`config.mk`:
```
export PLATFORM = sky130hd
export DESIGN_NAME = logic_analyzer_fsm
export DESIGN_NICKNAME = d
export VERILOG_FILES = /design/src/rtl/logic_analyzer_fsm.sv
export SDC_FILE = /design/constraint.sdc
export NUM_CORES = 1
export LEC_CHECK = 0
export BUFFER_PORTS_ARGS = -buffer_cell sky130_fd_sc_hd__buf_4
export CELL_PAD_IN_SITES_DETAIL_PLACEMENT = 1
export CELL_PAD_IN_SITES_GLOBAL_PLACEMENT = 1
export CORE_MARGIN = 4
export CORE_UTILIZATION = 28
export CTS_CLUSTER_SIZE = 20
export DETAILED_ROUTE_END_ITERATION = 16
export GPL_TIMING_DRIVEN = 0
export PLACE_DENSITY_LB_ADDON = 0.1
export SKIP_LAST_GASP = 1
export SLEW_MARGIN = 10
export SYNTH_ARGS = -nofsm -noshare
export SYNTH_HDL_FRONTEND = slang
export SYNTH_SLANG_ARGS = --single-unit
```
`constraint.sdc`:
```
create_clock -name clk -period 2.3 [get_ports clk]
set_clock_uncertainty 0.2 [all_clocks]
set_input_delay 0.575 -clock clk [delete_from_list [all_inputs] [get_ports clk]]
set_output_delay 0.575 -clock clk [all_outputs]
set_load 0.03 [all_outputs]
```
`src/rtl/logic_analyzer_fsm.sv`:
```
// Capture controller for sample_mem: clear, pre-fill, slide window, fill.
// Ports: clk/rst_n, trig, size in; acquire/pop/clear out; 16-bit bus in/out.
module logic_analyzer_fsm #(
  parameter  int BASE_ADDR       = 0,
  parameter  int SAMPLE_DEPTH    = 0,
  localparam int BRAM_ADDR_WIDTH = $clog2(SAMPLE_DEPTH)
) (
  input  logic                     clk,
  input  logic                     rst_n,
  input  logic                     trig,
  input  logic [BRAM_ADDR_WIDTH:0] size,
  output logic                     acquire,
  output logic                     pop,
  output logic                     clear,
  input  logic [15:0]              addr_i,
  input  logic [15:0]              wdata_i,
  input  logic [15:0]              rdata_i,
  input  logic                     rw_i,
  input  logic                     valid_i,
  output logic [15:0]              addr_o,
  output logic [15:0]              wdata_o,
  output logic [15:0]              rdata_o,
  output logic                     rw_o,
  output logic                     valid_o
);

  localparam int W = BRAM_ADDR_WIDTH + 1;
  localparam logic [W-1:0] DEPTH  = W'(SAMPLE_DEPTH);
  localparam logic [W-1:0] LAST   = W'(SAMPLE_DEPTH - 1);
  localparam logic [W-1:0] HALF   = W'(SAMPLE_DEPTH / 2);
  localparam logic [15:0]  LAST16 = 16'(SAMPLE_DEPTH - 1);
  localparam logic [15:0]  BASE   = 16'(BASE_ADDR);

  typedef enum logic [2:0] {
    IDLE             = 3'd0,
    MOVE_TO_POSITION = 3'd1,
    IN_POSITION      = 3'd2,
    FILLING          = 3'd3,
    FILLED           = 3'd4
  } state_t;

  state_t       state;
  state_t       state_nx;
  logic [W-1:0] trig_loc;
  logic [15:0]  offset;
  logic [15:0]  reg_val;
  logic         hit;
  logic         wr;
  logic         rd;
  logic         armable;
  logic         start;
  logic         stop;
  logic         loc_wr;

  // Wrapping subtract keeps the window check correct for any base.
  assign offset  = addr_i - BASE;
  assign hit     = valid_i && (offset < 16'd4);
  assign wr      = hit && rw_i;
  assign rd      = hit && !rw_i;
  assign armable = (state == IDLE) || (state == FILLED);
  assign start   = wr && (offset[1:0] == 2'd2) && armable;
  assign stop    = wr && (offset[1:0] == 2'd3);
  assign loc_wr  = wr && (offset[1:0] == 2'd1) && armable;

  always_comb begin
    unique case (offset[1:0])
      2'd0:    reg_val = 16'(state);
      2'd1:    reg_val = 16'(trig_loc);
      default: reg_val = 16'd0;
    endcase
  end

  always_comb begin
    state_nx = state;
    acquire  = 1'b0;
    pop      = 1'b0;
    // The clear cycle freezes the FSM while the FIFO empties.
    if (!clear) begin
      unique case (state)
        MOVE_TO_POSITION: begin
          acquire = 1'b1;
          if (size == trig_loc - W'(1)) state_nx = IN_POSITION;
        end
        IN_POSITION: begin
          acquire = (trig_loc != '0) || trig;
          pop     = (trig_loc != '0) && !trig;
          if (trig) state_nx = FILLING;
        end
        FILLING: begin
          acquire = (size < DEPTH);
          if (size >= LAST) state_nx = FILLED;
        end
        IDLE, FILLED: ;
        default: state_nx = IDLE;
      endcase
    end
    if (start) begin
      state_nx = (trig_loc == '0) ? IN_POSITION : MOVE_TO_POSITION;
    end
    if (stop) state_nx = IDLE;
    if (!rst_n) begin
      acquire = 1'b0;
      pop     = 1'b0;
    end
  end

  always_ff @(posedge clk) begin
    if (!rst_n) begin
      state    <= IDLE;
      trig_loc <= HALF;
      clear    <= 1'b0;
      addr_o   <= 16'd0;
      wdata_o  <= 16'd0;
      rdata_o  <= 16'd0;
      rw_o     <= 1'b0;
      valid_o  <= 1'b0;
    end else begin
      state <= state_nx;
      clear <= start;
      if (loc_wr) begin
        trig_loc <= (wdata_i > LAST16) ? LAST : wdata_i[W-1:0];
      end
      addr_o  <= addr_i;
      wdata_o <= wdata_i;
      rdata_o <= rd ? reg_val : rdata_i;
      rw_o    <= rw_i;
      valid_o <= valid_i;
    end
  end

endmodule

```
[Word-level counts from Yosys, hierarchy flattened]
Cells that the tools add are included.
Storage, ports and cells
  output and inout bits: 53
  register bits after elaboration: 55
  word-level logic and storage cells: 61
  bits of input ports: 54
Operators by class
  reductions and logical operators: 18
  multiplexer cells: 16
  bitwise logic cells: 1
  add/subtract/negate cells: 1
  $lt $le $gt $ge: 4
  eq/ne operators: 13
Operators by type and width (count)
  $gt A16 B16 Y1 const B: 1
  $lt A16 B3 Y1 const B: 1
  $mux W16: 1
  $mux W3: 5
  $pmux W3 S4: 1
  $logic_and A1 B1 Y1: 9
  $ne A3 B3 Y1 const B: 3
  $eq A3 B2 Y1 const B: 2
  $mux W1: 6
  $pmux W3 S2: 1
  $reduce_and A5 Y1: 1
  $eq A2 B2 Y1 const B: 2
  $reduce_or A2 Y1: 2
  $eq A3 B1 Y1 const B: 1
  $eq A3 B3 Y1 const B: 1
  $logic_not A3 Y1: 1
  $pmux W1 S3: 1
  $eq A2 B1 Y1 const B: 1
  $logic_not A1 Y1: 2
  $logic_not A2 Y1: 1
  $logic_or A1 B1 Y1: 2
  $mux W2: 1
  $ne A2 B1 Y1 const B: 1
  $ne A2 B2 Y1 const B: 1
  5 further kinds: 5

[Depth between registers and ports, before layout]
Gate-level depths: netlist (run 1).
  depth after elaboration: 7
  mapped depth: 6
  mapped depth without buffers: 5

[Worst setup path before layout (run 1)]
OpenSTA, ideal clock, no wires.
  path kind: input-to-output
  from: in trig
  to: out pop
  stages on the path: 2
  buffers on the path: 0
  path slack: -282 ps
  required time: 1525 ps
  arrival time: 1807 ps
  path through: nor3_1 > nor4b_1
On the way
  word-level cells in the longest chain between the ends: 5
RTL lines
  start, declared: RTL line 10  | input logic trig,
  $logic_not A1 Y1: RTL line 86  | pop = (trig_loc != '0) && !trig;
  $logic_and A1 B1 Y1: RTL line 86
  $mux W1: RTL line 79  | unique case (state)
  $mux W1: RTL line 78  | if (!clear) begin
  $mux W1: RTL line 101  | if (!rst_n) begin
  end, declared: RTL line 13  | output logic pop,
Every way passes these cells.

[Worst setup path after layout (run 1)]
  from: reg state[2]
  to: out pop
On the way
  word-level cells in the longest chain between the ends: 4
RTL lines
  start, declared: RTL line 42  | state_t state;
  start signal, assigned: RTL line 118  | state <= state_nx;
  $eq A3 B2 Y1: RTL line 79
  $mux W1: RTL line 79
  $mux W1: RTL line 78
  $mux W1: RTL line 101
Every way passes these cells.

==> impl_metrics.csv, run 1 <==
group,metric,value,unit
floorplanning,fp.dieW,88.2,um
critical_path,r2r-start,"state[1]$_SDFFE_PP0P_",
routing,drc_errors,0,
floorplanning,die_area,7770,sq um
timing,worst_pin_slew,0.521,ns
place,dp_cells,347,
run_status,status,"finished, final reports clean",
logic_synthesis,syn_inst,166,
routing,final_antenna_net_count,0,
power,switching_power,0.524,mW
flow_run,drv_cap,0,
power,seqPwrFrac,0.528,
critical_path,startpoint,"state[2]$_SDFFE_PP0P_",
grt,grt_max_degree,17,
floorplanning,io_pins,107,
place,pre_cts_slack,-0.223,ns
timing,setup_tns,0,ns
power,p_leak,1.31,nW
timing,relSlewSlack,0.649,
critical_path,cp_top_family,"simple AND/OR/NAND/NOR gates",
power,p_int,1.42,mW
floorplanning,initial_core_util,0.297,
place,gp_congestion,0.748,
cells_and_area,layout-drive-gt1-share,0.468,
power,p_sw_frac,0.269,
cells_and_area,finish.utilization,0.468,
logic_synthesis,yosys_warnings,0,
cts,clkLatencyLatePin,0.29,ns
timing,finalHoldViolations,0,
critical_path,cp.arrival,1.44,ns
routing,drt-pass1-iter-count,5,
cts,clk_pin_slew,0.10,ns
critical_path,r2r_slack,0.43,ns
cts,cts_buffers,5,
cts,cts_hold_buffers,0,
grt,antenna_found_initial,0,
critical_path,worstReg2RegEnd,"state[2]$_SDFFE_PP0P_",
power,powerDensity,687,nW/um^2
grt,grt-ovfl-total,0,
floorplanning,core_area,6060,sq um
logic_synthesis,syn_nets,220,
timing,rsz0062_at_grt,"false",
logic_synthesis,ys_seq_elements,55,
critical_path,cp_max_fo,6,
critical_path,cpMaxStageDelayCell,"dfxtp_4",
place,port_buffers,106,
cells_and_area,stdcell_count,355,
cts,cts_tree,"done",
cells_and_area,final_area,2830,sq um
floorplanning,die_h,88.2,um
cts,cts_num_sinks,55,
cells_and_area,layout_commonest_cell,"buf_4",
critical_path,cp_cell_sequence,"nand2b_4 -> nor3_2 -> nor4b_2 -> buf_4",
routing,wire_per_inst,14.3,um
routing,totalWireLength,5060,um
logic_synthesis,synthFlopType,"dfxtp_1",
critical_path,crit_cells,4,
timing,slew_violations,0,
power,pwr-share-comb,0.189,
routing,via_per_inst,4.50,
power,ir_drop,0.305,mV
routing,drtIter0Drc,33,
critical_path,cpPeakStageDelay,0.38,ns
timing,fin_crit_sh,0.962,
critical_path,rr_worst_depth,5,
floorplanning,row_count,28,
critical_path,worstSetupEndpointType,"output pin",
cts,ctsHtreeMaxLevel,2,
logic_synthesis,ys_types,33,
grt,grtUsageTotal,0.130,
critical_path,path_class,"reg2out",
place,placed_area,2700,sq um
logic_synthesis,synth_edf_count,0,
critical_path,required,1.52,ns
routing,vias,1597,
critical_path,cp-endpoint,"pop",
cells_and_area,final_cell_mix,"buf_4, dfxtp_1, and2_1",
cts,cts-root-buf,"clkbuf_8",
cells_and_area,area_growth,57.5,%
grt,grt_pass1_vias,1621,
cts,clk_path_buf_depth,2,
cells_and_area,n_antenna_cell,0,
timing,period_minus_slack,2.21,ns
logic_synthesis,async_reset_ff_frac,0,
timing,setup_ws,0.0865,ns
cells_and_area,nets,333,
critical_path,startpoint_type,"flop",
timing,setup-violations-final,0,
timing,max_freq,452,MHz
power,p_total,1.95,mW
place,hpwl,4100,um
logic_synthesis,syn_area_per_cell,10.8,sq um
hold_path,min_path_type,"in2reg",
logic_synthesis,syn_area,1800,sq um
timing,timing.hold.ws,0.278,ns
power,clock_power_share,0.283,
critical_path,path_buf_inv,1,
logic_synthesis,ys_seq_area_frac,0.612,
grt,grt_pass1_wl,7850,um
[cell type report]
type / count / area, sq um
clock inverters: 1 / 8.76
fillers: 718 / 3230
well taps: 75 / 93.8
clock buffers: 7 / 86.3
plain buffers: 7 / 27.5
repair buffers: 106 / 796
inverters: 2 / 7.51
multi-input cells: 102 / 703
flip-flops and latches: 55 / 1110
[logic make-up (layout without fill, tap and decap cells)]
| logic type | Yosys count | after routing | share of synthesized area |
|---|---|---|---|
| xor+xnor | 1 | 1 | 0.00487 |
| simple gates | 89 | 89 | 0.310 |
| buf+inv | 9 | 123 | 0.0195 |
| compound gates | 8 | 8 | 0.0306 |
| flops | 55 | 55 | 0.612 |
| mux | 4 | 4 | 0.0229 |
[worst register-to-register path, stage by stage (launching register included)]
cell and delay (ns):
dfxtp_4 0.39, nor2_1 0.27, nand4b_1 0.16, o21ai_0 0.45
mux2i_1 0.24, nor2_1 0.06
[worst min-delay path by stage]
stage,start,to,slack [ns],cells after the start
after floorplan,state[2]$_SDFFE_PP0P_,rdata_o[2]$_SDFF_PN0_,0.31,2
after global placement,state[0]$_SDFFE_PP0P_,state[0]$_SDFFE_PP0P_,0.38,2
after detailed placement,state[0]$_SDFFE_PP0P_,state[0]$_SDFFE_PP0P_,0.37,2
after CTS,wdata_i[13],wdata_o[13]$_SDFF_PN0_,0.27,2
after global routing,wdata_i[3],wdata_o[3]$_SDFF_PN0_,0.26,2
final,wdata_i[13],wdata_o[13]$_SDFF_PN0_,0.28,2
[power groups by stage]
stage               sequential (mW)  combinational (mW)  clock [mW]
floorplan                      1.14              0.0922           0
global placement               1.05               0.364           0
detailed placement             1.05               0.367           0
CTS                            1.03               0.369       0.576
global route                   1.04               0.397       0.617
finish                         1.03               0.367       0.552
[timing repair]
action	4_1_cts	5_1_grt
setup endpoints to repair	2	13
cloned	0	0
pin swaps	0	2
endpoints found under the hold margin	0	0
gates resized for setup	2	8
setup buffers	0	0
[layer usage]
layer	vias to the layer above	wire length (um)	global-route usage
met5	-	0	0
met4	0	23	0.0288
met3	2	479	0.0461
met2	56	2460	0.215
met1	757	2100	0.163
li1	782	-	-
[synth_stat cells, types with 2 or more instances]
cell type   n  area (sq um)
nand3_1     5          25.0
inv_1       2          7.51
a21boi_0    2          15.0
mux2i_1     3          30.0
nand2b_1    2          12.5
nor2_1      9          33.8
and3_1     11          68.8
nor4b_1     2          17.5
and3_2      3          22.5
and2_1     33           206
nand2_1     4          15.0
nor3_1      4          20.0
nor4_1      4          25.0
or3_1       2          12.5
dfxtp_1    55          1100
clkbuf_1    6          22.5
o21ai_0     3          15.0
[flip-flops by register name, summed over array words and instances (netlist names)]
| signal | cells |
|---|---|
| rdata_o | 16 |
| clear | 1 |
| trig_loc | 1 |
| addr_o | 16 |
| rw_o | 1 |
| state | 3 |
| valid_o | 1 |
| wdata_o | 16 |
No activity file was read; power rests on OpenSTA's default activity.
==> run 2: changes to the inputs <==
- HOLD_SLACK_MARGIN: not set -> 0.05
- SETUP_SLACK_MARGIN: not set -> 0.2
==> impl_metrics.csv, run 2 (same netlist as run 1, synthesis figures left out) <==
group,metric,value,unit
run_status,status,"finished, final reports clean",
floorplanning,die_h,88.2,um
floorplanning,io_pins,107,
place,hpwl,4250,um
timing,slew_violations,0,
timing,max_freq,455,MHz
timing,setup-violations-final,0,
routing,final_antenna_net_count,0,
critical_path,cp_max_fo,2,
power,p_sw_frac,0.281,
cells_and_area,top_regs,"addr_o (16), rdata_o (16), wdata_o (16)",
routing,vias,1643,
power,clock_power_share,0.267,
routing,drc_errors,0,
hold_path,min_path_type,"in2reg",
cts,cts_tree,"done",
grt,grtUsageTotal,0.141,
routing,drtIter0Drc,28,
power,powerDensity,654,nW/um^2
cells_and_area,final_cell_mix,"buf_4, dfxtp_1, and2_1",
floorplanning,core_area,6060,sq um
grt,grt_max_degree,17,
routing,wire_per_inst,15.4,um
timing,relSlewSlack,0.724,
critical_path,cp.arrival,1.43,ns
grt,grt-ovfl-total,0,
floorplanning,die_area,7770,sq um
floorplanning,row_count,28,
cts,clkLatencyLatePin,0.31,ns
cells_and_area,final_area,2990,sq um
critical_path,worstSetupEndpointType,"output pin",
critical_path,path_class,"reg2out",
place,placed_area,2730,sq um
power,ir_drop,0.333,mV
critical_path,required,1.52,ns
floorplanning,fp.dieW,88.2,um
routing,drt-pass1-iter-count,4,
cts,cts_hold_buffers,0,
place,port_buffers,106,
cts,clk_path_buf_depth,2,
timing,worst_pin_slew,0.410,ns
cells_and_area,finish.utilization,0.494,
grt,grt_pass1_vias,1667,
power,p_total,1.96,mW
routing,totalWireLength,5630,um
cells_and_area,area_growth,66.3,%
grt,antenna_found_initial,0,
cts,cts-root-buf,"clkbuf_8",
power,p_leak,1.38,nW
cts,ctsHtreeMaxLevel,2,
cells_and_area,n_antenna_cell,0,
timing,rsz0062_at_grt,"true",
cells_and_area,nets,345,
timing,setup_tns,0,ns
routing,via_per_inst,4.49,
cts,clk_pin_slew,0.10,ns
power,seqPwrFrac,0.523,
floorplanning,initial_core_util,0.297,
critical_path,r2r_slack,0.32,ns
critical_path,startpoint_type,"flop",
cts,cts_buffers,5,
timing,period_minus_slack,2.20,ns
power,switching_power,0.551,mW
power,pwr-share-comb,0.210,
cells_and_area,layout-drive-gt1-share,0.502,
grt,grt_pass1_wl,8270,um
place,gp_congestion,0.777,
cts,cts_num_sinks,55,
timing,fin_crit_sh,0.957,
power,p_int,1.41,mW
flow_run,drv_cap,0,
cells_and_area,layout_commonest_cell,"buf_4",
timing,finalHoldViolations,0,
[run 2: cell count changes in the layout (fill, tap and decap cells not counted), sizes merged]
cell,delta
clkbuf,-3
clkinv,+1
buf,+13
[run 2: timing repair]
| item | CTS | global route |
|---|---|---|
| pin swaps | 2 | 7 |
| buffers inserted | 8 | 4 |
| gates resized for setup | 13 | 12 |
| endpoints found under the setup margin | 13 | 16 |
| hold endpoints to repair | 0 | 0 |
[run 2: through the flow]
stage / hold slack (ns) / cells / worst slack, ns
finish: 0.263 / 366 / 0.0999
global route: 0.247 / 366 / 0.0204
CTS: 0.253 / 362 / 0.100
detailed placement: 0.378 / 347 / -0.158
global placement: 0.370 / 347 / -0.156
floorplan: 0.324 / 166 / 0.139
[run 2: path summary, 6_finish.rpt]
| path | startpoint | to | cells past startpoint |
|---|---|---|---|
| worst max-delay path | state[2]$_SDFFE_PP0P_ | pop | 4 |
| worst min-delay path | wdata_i[2] | wdata_o[2]$_SDFF_PN0_ | 2 |
| worst max register to register | state[1]$_SDFFE_PP0P_ | state[1]$_SDFFE_PP0P_ | 7 |
| worst min register to register | state[2]$_SDFFE_PP0P_ | rdata_o[2]$_SDFF_PN0_ | 3 |
[run 2: routing by layer]
metal | routed length, um | track usage | up-vias | part of all wire
met2 | 2730 | 0.240 | 73 | 0.48
met1 | 2300 | 0.166 | 756 | 0.41
li1 | - | - | 807 | -
met4 | 76 | 0.0495 | 0 | 0.014
met5 | 0 | 0 | - | 0
met3 | 521 | 0.0461 | 7 | 0.093
[run 2: critical path, cell delays in order (launching register included)]
cell	delay [ns]
dfxtp_4	0.35
nand2b_4	0.15
nor3_4	0.15
nor4b_4	0.26
buf_4	0.21
[run 2: area by class of cell]
| cell class | instances | area [sq um] |
|---|---|---|
| Fill cell | 696 | 3070 |
| Sequential cell | 55 | 1120 |
| Timing Repair Buffer | 118 | 897 |
| Multi-Input combinational cell | 102 | 761 |
| Tap cell | 75 | 93.8 |
| Clock buffer | 5 | 68.8 |
| Buffer | 7 | 33.8 |
| Clock inverter | 2 | 13.8 |
| Inverter | 2 | 7.51 |
[run 2: power by group through the flow]
stage | clock network (mW) | logic (mW) | registers, mW
final | 0.523 | 0.411 | 1.02
after global routing | 0.588 | 0.443 | 1.03
after CTS | 0.550 | 0.406 | 1.02
after detailed placement | 0 | 0.374 | 1.05
after global placement | 0 | 0.370 | 1.05
after floorplan | 0 | 0.0956 | 1.14
